===== src/rtl/pwm_pkg.sv =====
// Shared PWM constants and decoder state encoding.
// Used by the duty generator and the duty decoder.
package pwm_pkg;

  localparam int PWM_PERIOD = 10;
  localparam int DUTY_W     = 4;

  typedef enum logic [1:0] {
    SEEK,
    HIGH,
    LOW,
    DISCARD
  } dec_state_t;

  function automatic logic [DUTY_W-1:0] sat_inc(
    input logic [DUTY_W-1:0] v,
    input logic [DUTY_W-1:0] lim
  );
    return (v >= lim) ? lim : v + 1'b1;
  endfunction

endpackage


===== src/rtl/pwm_sync.sv =====
// Flop chain carrying counter and waveform together
// so both arrive at the decoder on the same edge.
module pwm_sync #(
  parameter int STAGES = 2,
  parameter int W      = 5
) (
  input  logic         clk,
  input  logic         rst_n,
  input  logic [W-1:0] d,
  output logic [W-1:0] q
);

  logic [W-1:0] chain [STAGES];

  always_ff @(posedge clk or negedge rst_n) begin
    if (!rst_n) begin
      chain <= '{default: '0};
    end else begin
      chain[0] <= d;
      for (int i = 1; i < STAGES; i++) begin
        chain[i] <= chain[i-1];
      end
    end
  end

  assign q = chain[STAGES-1];

endmodule


===== src/rtl/pwm_duty_decoder.sv =====
// Recovers the duty level of one PWM channel by sampling
// it once per slot of the shared main counter.
module pwm_duty_decoder
  import pwm_pkg::*;
#(
  parameter int PERIOD      = PWM_PERIOD,
  parameter int SYNC_STAGES = 2,
  parameter int STABLE_CNT  = 3,
  parameter int ACTIVE_LOW  = 0
) (
  input  logic              CLK,
  input  logic              CLR_N,
  input  logic [DUTY_W-1:0] MAIN_CNT,
  input  logic              PWM_IN,
  output logic [DUTY_W-1:0] DUTY,
  output logic              DUTY_VLD,
  output logic              CHANGED,
  output logic              STABLE,
  output logic              GLITCH,
  output logic              SEQ_ERR
);

  localparam int RW = $clog2(STABLE_CNT + 1);
  localparam logic [DUTY_W-1:0] LAST = DUTY_W'(PERIOD - 1);
  localparam logic [DUTY_W-1:0] PMAX = DUTY_W'(PERIOD);
  localparam logic [RW-1:0]     RMAX = RW'(STABLE_CNT);

  logic [DUTY_W-1:0] cnt_a, cnt_prev;
  logic              pwm_s, pwm_a;
  logic [DUTY_W:0]   cnt_nxt;
  logic              slot, legal, wrap;

  dec_state_t        state, state_n;
  logic [DUTY_W-1:0] hcnt, hcnt_n;
  logic [DUTY_W-1:0] duty_n;
  logic [RW-1:0]     run, run_n;
  logic              have_vld, have_n;
  logic              vld_n, chg_n, glitch_n, seq_n;
  logic              commit, start;

  pwm_sync #(
    .STAGES(SYNC_STAGES),
    .W     (DUTY_W + 1)
  ) u_sync (
    .clk  (CLK),
    .rst_n(CLR_N),
    .d    ({MAIN_CNT, PWM_IN}),
    .q    ({cnt_a, pwm_s})
  );

  assign pwm_a   = pwm_s ^ (ACTIVE_LOW != 0);
  assign cnt_nxt = {1'b0, cnt_prev} + 1'b1;
  assign slot    = cnt_a != cnt_prev;
  assign legal   = (cnt_nxt == {1'b0, cnt_a}) ||
                   (cnt_prev == LAST && cnt_a == '0);
  assign wrap    = slot && legal && cnt_a == '0;

  always_comb begin
    state_n  = state;
    hcnt_n   = hcnt;
    duty_n   = DUTY;
    run_n    = run;
    have_n   = have_vld;
    vld_n    = 1'b0;
    chg_n    = 1'b0;
    glitch_n = 1'b0;
    seq_n    = 1'b0;
    commit   = 1'b0;
    start    = 1'b0;
    if (slot && !legal) begin
      seq_n   = 1'b1;
      run_n   = '0;
      hcnt_n  = '0;
      state_n = SEEK;
    end else if (slot) begin
      unique case (state)
        SEEK, DISCARD: start = wrap;
        HIGH: begin
          if (wrap) begin
            commit = 1'b1;
            start  = 1'b1;
          end else if (pwm_a) begin
            hcnt_n = sat_inc(hcnt, PMAX);
          end else begin
            state_n = LOW;
          end
        end
        LOW: begin
          if (wrap) begin
            commit = 1'b1;
            start  = 1'b1;
          end else if (pwm_a) begin
            glitch_n = 1'b1;
            run_n    = '0;
            state_n  = DISCARD;
          end
        end
      endcase
    end
    if (commit) begin
      duty_n = hcnt;
      vld_n  = 1'b1;
      chg_n  = have_vld && (hcnt != DUTY);
      have_n = 1'b1;
      if (hcnt != DUTY) run_n = RW'(1);
      else if (run != RMAX) run_n = run + 1'b1;
    end
    // slot 0 of the new period is sampled on the wrap itself
    if (start) begin
      state_n = pwm_a ? HIGH : LOW;
      hcnt_n  = DUTY_W'(pwm_a);
    end
  end

  always_ff @(posedge CLK or negedge CLR_N) begin
    if (!CLR_N) begin
      state    <= SEEK;
      cnt_prev <= '0;
      hcnt     <= '0;
      run      <= '0;
      have_vld <= 1'b0;
      DUTY     <= '0;
      DUTY_VLD <= 1'b0;
      CHANGED  <= 1'b0;
      GLITCH   <= 1'b0;
      SEQ_ERR  <= 1'b0;
    end else begin
      state    <= state_n;
      cnt_prev <= cnt_a;
      hcnt     <= hcnt_n;
      run      <= run_n;
      have_vld <= have_n;
      DUTY     <= duty_n;
      DUTY_VLD <= vld_n;
      CHANGED  <= chg_n;
      GLITCH   <= glitch_n;
      SEQ_ERR  <= seq_n;
    end
  end

  assign STABLE = run == RMAX;

endmodule


===== config.mk =====
export PLATFORM = sky130hd
export DESIGN_NAME = pwm_duty_decoder
export DESIGN_NICKNAME = d
export VERILOG_FILES = /design/src/rtl/pwm_pkg.sv /design/src/rtl/pwm_sync.sv /design/src/rtl/pwm_duty_decoder.sv
export SDC_FILE = /design/constraint.sdc
export NUM_CORES = 1
export LEC_CHECK = 0
export CORE_ASPECT_RATIO = 0.6
export CORE_MARGIN = 2
export CORE_UTILIZATION = 52
export CTS_BUF_LIST = sky130_fd_sc_hd__clkbuf_8
export CTS_CLUSTER_DIAMETER = 120
export DETAILED_ROUTE_END_ITERATION = 10
export HOLD_SLACK_MARGIN = 0.1
export PLACE_DENSITY = 0.82
export SLEW_MARGIN = 20
export SYNTH_ARGS = -nofsm -noshare
export SYNTH_HDL_FRONTEND = slang
export SYNTH_SLANG_ARGS = --single-unit
export TNS_END_PERCENT = 50

===== constraint.sdc =====
create_clock -name CLK -period 2.2 [get_ports CLK]
set_input_delay 0.33 -clock CLK [delete_from_list [all_inputs] [get_ports CLK]]
set_output_delay 0.33 -clock CLK [all_outputs]
set_load 0.02 [all_outputs]

* Word level (Yosys, flattened, before mapping)
Cells that the tools add are included.
** Word-level totals
- Flip-flop bits (word level) :: 31
- Input bits :: 7
- Output and inout bits :: 9
- Logic and storage cells :: 86
** Cells by class
- Add/subtract/negate cells :: 3
- Order comparisons :: 1
- Equality and inequality tests :: 14
- Multiplexer cells :: 39
- Reduce and logical (&&, ||, !) cells :: 17
** Operators with widths (count)
- $mux 2 :: 16
- $mux 4 :: 7
- $mux 1 :: 14
- $ne 4x4->1 const B :: 3
- $reduce_bool 3->1 :: 3
- $ne 4x4->1 :: 2
- $eq 2x2->1 const B :: 3
- $reduce_and 6->1 :: 1
- $add 4x1->5 const B :: 1
- $eq 5x4->1 :: 1
- $logic_and 1x1->1 :: 5
- $add 4x1->4 const B :: 1
- $eq 4x4->1 const B :: 1
- $ge 4x4->1 const B :: 1
- $logic_not 4->1 :: 1
- $ne 4x3->1 const B :: 1
- $pmux 2 s2 :: 1
- $reduce_and 4->1 :: 1
- $reduce_bool 4->1 :: 1
- $reduce_or 2->1 :: 2
- $ne 3x1->1 const B :: 1
- $add 2x1->2 const B :: 1
- $eq 2x1->1 const B :: 1
- $logic_not 2->1 :: 1
- 4 further kinds :: 4

* Longest topological paths before layout
- Word-level depth :: 12
- Depth in mapped cells :: 8
- Mapped depth without buffers :: 7

* Modules after synthesis
A second synthesis with hierarchy kept.
** Unflattened totals
- Cells, all modules :: 120
- Area, all modules :: 1445.1 µm²
** Modules (own cells, without submodules)
- pwm_duty_decoder :: times used 1, cells an instance 105, area each 1157.4 µm², seq. area each 525.5 µm²
- pwm_sync :: times used 1, cells an instance 15, area each 287.8 µm², seq. area each 250.2 µm²

* Least setup slack after synthesis
OpenSTA, ideal clock, no wires.
- Path kind :: register to register
- From :: reg cnt_prev[0]
- To :: reg DUTY[1]
- Setup time :: 0.128 ns
- Arrival :: 2.040 ns
- Data required time :: 2.072 ns
- Path slack :: 0.033 ns
- Stages on the path, launching flop included :: 8
- Buffers on the path :: 1
- Clock period less this slack :: 2.167 ns
- Cell sequence :: dfrtp_1 > ha_1 > xnor3_1 > nand4b_1 > o21ai_1 > and2_1 > buf_2 > mux2_1
** Between the ends
- Word-level cells in the longest chain between the ends :: 9
- Elaborated cells between the ends (all ways) :: 14
- Those cells by class :: 1 x add/sub; 3 x eq/ne; 4 x mux; 6 x reduce/logical
** Ends and longest elaborated chain
- from (decl) :: RTL line pwm_duty_decoder.sv:28 : logic [DUTY_W-1:0] cnt_a, cnt_prev;
- from (signal assigned) :: RTL line pwm_duty_decoder.sv:129 : cnt_prev <= cnt_a;
- $add 4x1->5 / $eq 4x4->1 (equally long branches) :: RTL line pwm_duty_decoder.sv:52, pwm_duty_decoder.sv:55
- $eq 5x4->1 / $logic_and 1x1->1 (equally long branches) :: RTL line pwm_duty_decoder.sv:54, pwm_duty_decoder.sv:55
- $logic_or 1x1->1 :: RTL line pwm_duty_decoder.sv:54 : assign legal = (cnt_nxt == {1'b0, cnt_a}) ||
- $logic_and 1x1->1 (2 in series) :: RTL line pwm_duty_decoder.sv:56 : assign wrap = slot && legal && cnt_a == '0;
- $mux 1 :: RTL line pwm_duty_decoder.sv:79, pwm_duty_decoder.sv:89
- $mux 1
- $mux 1 :: RTL line pwm_duty_decoder.sv:75 : end else if (slot) begin
- $mux 1 (*) :: RTL line pwm_duty_decoder.sv:70 : if (slot && !legal) begin
- net commit :: RTL line pwm_duty_decoder.sv:39 : logic commit, start;
- to (signal assigned) :: RTL line pwm_duty_decoder.sv:133 : DUTY <= duty_n;
- to (decl) :: RTL line pwm_duty_decoder.sv:15 : output logic [DUTY_W-1:0] DUTY,
The timed path passes the listed nets; every way through them passes the cells marked *.
A chain may end at the register's enable or synchronous reset.

* Worst setup path in the final report
- From :: reg cnt_prev[0]
- To :: reg hcnt[0]
** Between the ends
- Word-level cells in the longest chain between the ends :: 11
- Elaborated cells between the ends (all ways) :: 21
- Those cells by class :: 1 x add/sub; 4 x eq/ne; 6 x mux; 10 x reduce/logical
** Ends and longest elaborated chain
- $add 4x1->5 / $eq 4x4->1 (equally long branches) :: RTL line pwm_duty_decoder.sv:52, pwm_duty_decoder.sv:55
- $eq 5x4->1 / $logic_and 1x1->1 (equally long branches) :: RTL line pwm_duty_decoder.sv:54, pwm_duty_decoder.sv:55
- $logic_or 1x1->1 :: RTL line pwm_duty_decoder.sv:54
- $logic_and 1x1->1 (2 in series) :: RTL line pwm_duty_decoder.sv:56
- $mux 1 :: RTL line pwm_duty_decoder.sv:79, pwm_duty_decoder.sv:89
- $pmux 1 s2 :: RTL line pwm_duty_decoder.sv:76 : unique case (state)
- $mux 1 :: RTL line pwm_duty_decoder.sv:75
- $mux 1 :: RTL line pwm_duty_decoder.sv:70
- $ne 3x1->1 (no source line) / $reduce_bool 3->1 (equally long branches)
- $reduce_and 4->1 (no source line)
- to (signal assigned) :: RTL line pwm_duty_decoder.sv:130 : hcnt <= hcnt_n;
- to (decl) :: RTL line pwm_duty_decoder.sv:34 : logic [DUTY_W-1:0] hcnt, hcnt_n;
Parallel ways exist; a longest one is shown, timed or not.

==> results.sh <==
export IMPL_status="completed"
export IMPL_core_area_sq_um=2560
export IMPL_start_util_pct=56.0
export IMPL_critPathMaxStageDelay_ns=0.42
export IMPL_drive_above_1_share_pct=13.5
export IMPL_avgRoutedWirePerCell_microns=14.0
export IMPL_grt_max_degree=32
export IMPL_num_rows=14
export IMPL_required_ns=2.40
export IMPL_cts_buffers=5
export IMPL_grt_pass1_wl_microns=4340
export IMPL_clock_path_buffers=2
export IMPL_tightest_slew_ns=0.469
export IMPL_cts_sinks=31
export IMPL_dr_pass1_iters=4
export IMPL_final_nets=161
export IMPL_crit_slowest_cell="dfrtp_1"
export IMPL_netlist_instances=120
export IMPL_cp_cell_sequence="ha_1 -> xnor3_1 -> nand4b_1 -> or3_4 -> a221o_1 -> a22oi_2"
export IMPL_slew_viol_final=0
export IMPL_hold_class="reg -> reg"
export IMPL_crit_type="reg -> reg"
export IMPL_cap_violations=0
export IMPL_cp_buffers_inverters=0
export IMPL_ant_nets=0
export IMPL_io_pins=16
export IMPL_path_delay_family="simple AND/OR/NAND/NOR gates"
export IMPL_startpoint_type="flip-flop"
export IMPL_die_w_microns=71.7
export IMPL_fin_crit_ns=2.11
export IMPL_antenna_found_initial=0
export IMPL_cellPowerDensity_nw_per_um2=637
export IMPL_cts_root_buf="clkbuf_8"
export IMPL_yosysTopAreaCellShare_pct=54.2
export IMPL_drt_wl_total_microns=2520
export IMPL_grt_overflow_total=0
export IMPL_gp_congestion=0.860
export IMPL_yosysUniqueCellTypes=36
export IMPL_finalHoldViolCount=0
export IMPL_netlist_area_sq_um=1430
export IMPL_maxSlewHeadroom_pct=68.4
export IMPL_setup_violations=0
export IMPL_rsz0062_at_grt="no"
export IMPL_total_power_mw=1.11
export IMPL_clk_latency_ns=0.28
export IMPL_drc=0
export IMPL_die_y_microns=44.6
export IMPL_die_area_sq_um=3200
export IMPL_timing_fmax_mhz=474
export IMPL_grt_usage_pct=18.8
export IMPL_postCtsHoldBufs=0
export IMPL_port_buffers=15
export IMPL_rrSetupSlack_ns=0.09
export IMPL_syn_area_per_cell_sq_um=11.9
export IMPL_cts_clk_slew_worst_paths_ns=0.06
export IMPL_crit_fanout=5
export IMPL_synth_top_cell_by_area="dfrtp_1"
export IMPL_area_growth_pct=22.1
export IMPL_period_share_pct=95.9
export IMPL_vias=992
export IMPL_arrival_ns=2.31
export IMPL_final_util_pct=68.3
export IMPL_cts_max_level=2
export IMPL_synth_area_leaders="dfrtp_1, ha_1, xnor2_1, mux2_1, nor2b_1"
export IMPL_cts_tree="built"
export IMPL_seq_area_frac_synth_pct=54.2
export IMPL_syn_nets=134
export IMPL_ys_seq_elements=31
export IMPL_fin_skew_ns=0.00341
export IMPL_setup_worst_path_end_class="flip-flop"
export IMPL_via_per_inst=5.51
export IMPL_vdd_drop_max_mv=0.436
export IMPL_grt_pass1_vias=944
export IMPL_hpwl_microns=1900
export IMPL_antenna_cells=0
export IMPL_yosys_warnings=0
export IMPL_total_leakage_power_nw=0.799
export IMPL_dr_first_iter_drc_count=50
-- report_power, final --
part / switching [mW] / internal, mW / total (mW) / leakage [nW]
registers: 0.0158 / 0.588 / 0.604 / 0.396
clock network: 0.194 / 0.212 / 0.406 / 0.0505
logic: 0.0523 / 0.0525 / 0.105 / 0.353
-- sequential cells by signal, indices dropped and copies added (netlist names), 2 cells and up --
| name | count |
|---|---|
| u_sync.chain | 5 |
| u_sync.q | 5 |
| cnt_prev | 4 |
| state | 2 |
| hcnt | 4 |
| DUTY | 4 |
| run | 2 |
-- what timing repair did --
action / 4_1_cts / 5_1_grt
pin swaps: 0 / 1
buffers inserted: 0 / 1
gates resized for setup: 1 / 1
setup endpoints to repair: 1 / 6
-- metal layers --
metal / global-route usage, % / up-vias / routed length [microns]
met5: 0 / - / 0
met4: 7.92 / 0 / 14
met3: 6.83 / 2 / 184
met2: 26.5 / 32 / 1080
met1: 26.4 / 478 / 1240
li1: - / 480 / -
-- Yosys cell counts, drive strengths merged --
| cell type | count |
|---|---|
| nor2b | 4 |
| buf | 3 |
| nand4 | 1 |
| o2bb2ai | 1 |
| and3 | 1 |
| o21ai | 5 |
| a31o | 1 |
| nand4b | 2 |
| and2 | 3 |
| nand3b | 1 |
| a32oi | 2 |
| a21oi | 3 |
| xor2 | 2 |
| or2 | 1 |
| nor4 | 1 |
| mux2 | 4 |
| or3 | 2 |
| o31ai | 3 |
| nor2 | 6 |
| o211ai | 1 |
| ha | 7 |
| xnor3 | 1 |
| and4 | 1 |
| inv | 6 |
| a221o | 2 |
| dfrtp | 31 |
| xnor2 | 8 |
| nand3 | 4 |
| or4 | 1 |
| nor3 | 4 |
| nand2 | 6 |
| a41oi | 1 |
| a22oi | 1 |
-- layout make-up --
| class | count | area, sq um |
|---|---|---|
| Fill cell | 186 | 810 |
| Sequential cell | 31 | 776 |
| Multi-Input combinational cell | 80 | 618 |
| Timing Repair Buffer | 23 | 210 |
| Clock buffer | 5 | 68.8 |
| Tap cell | 32 | 40.0 |
| Inverter | 6 | 22.5 |
| Clock inverter | 3 | 12.5 |
-- cells in the final DEF, fill, tap and decap left out, drive strengths merged, types with 3 or more instances in the layout --
master,netlist,layout
o21ai,5,5
buf,3,8
nand3,4,4
clkbuf,0,5
nor2,6,6
mux2,4,4
a21oi,3,3
nor2b,4,4
clkdlybuf4s50,0,15
inv,6,8
o31ai,3,3
ha,7,7
xnor2,8,8
and2,3,3
nand2,6,6
nor3,4,4
dfrtp,31,31
-- stage by stage --
stage | cells | setup slack (ns) | instance area (sq um) | setup TNS [ns] | hold WS [ns]
3_3_place_gp | 171 | 0.0876 | 1650 | 0 | 0.334
6_report | 180 | 0.0901 | 1750 | 0 | 0.349
2_1_floorplan | 120 | 0.0325 | 1430 | 0 | 0.0344
5_1_grt | 180 | 0.00490 | 1750 | 0 | 0.360
3_5_place_dp | 171 | -0.00116 | 1650 | -0.00116 | 0.336
4_1_cts | 179 | 0.0137 | 1740 | 0 | 0.350
-- kinds of logic after synthesis --
group                      synth area share, %
buffers and inverters                     3.06
DFF                                       54.2
AOI/OAI and AO/OA                         10.2
adders and majority gates                 6.12
xor gates and xnor gates                  7.69
and+or+nand+nor                           15.6
muxes                                     3.15
-- worst paths after layout --
path                            cells past startpoint             from           to
worst max-delay path                                6      cnt_prev[0]      hcnt[0]
worst min-delay path                                0  u_sync.chain[6]  u_sync.q[1]
worst max register to register                      6      cnt_prev[0]      hcnt[0]
worst min register to register                      0  u_sync.chain[6]  u_sync.q[1]
max in group asynchronous                           2            CLR_N       run[1]
min in group asynchronous                           2            CLR_N  cnt_prev[2]
Note: power is estimated with default switching activity, not from simulation.
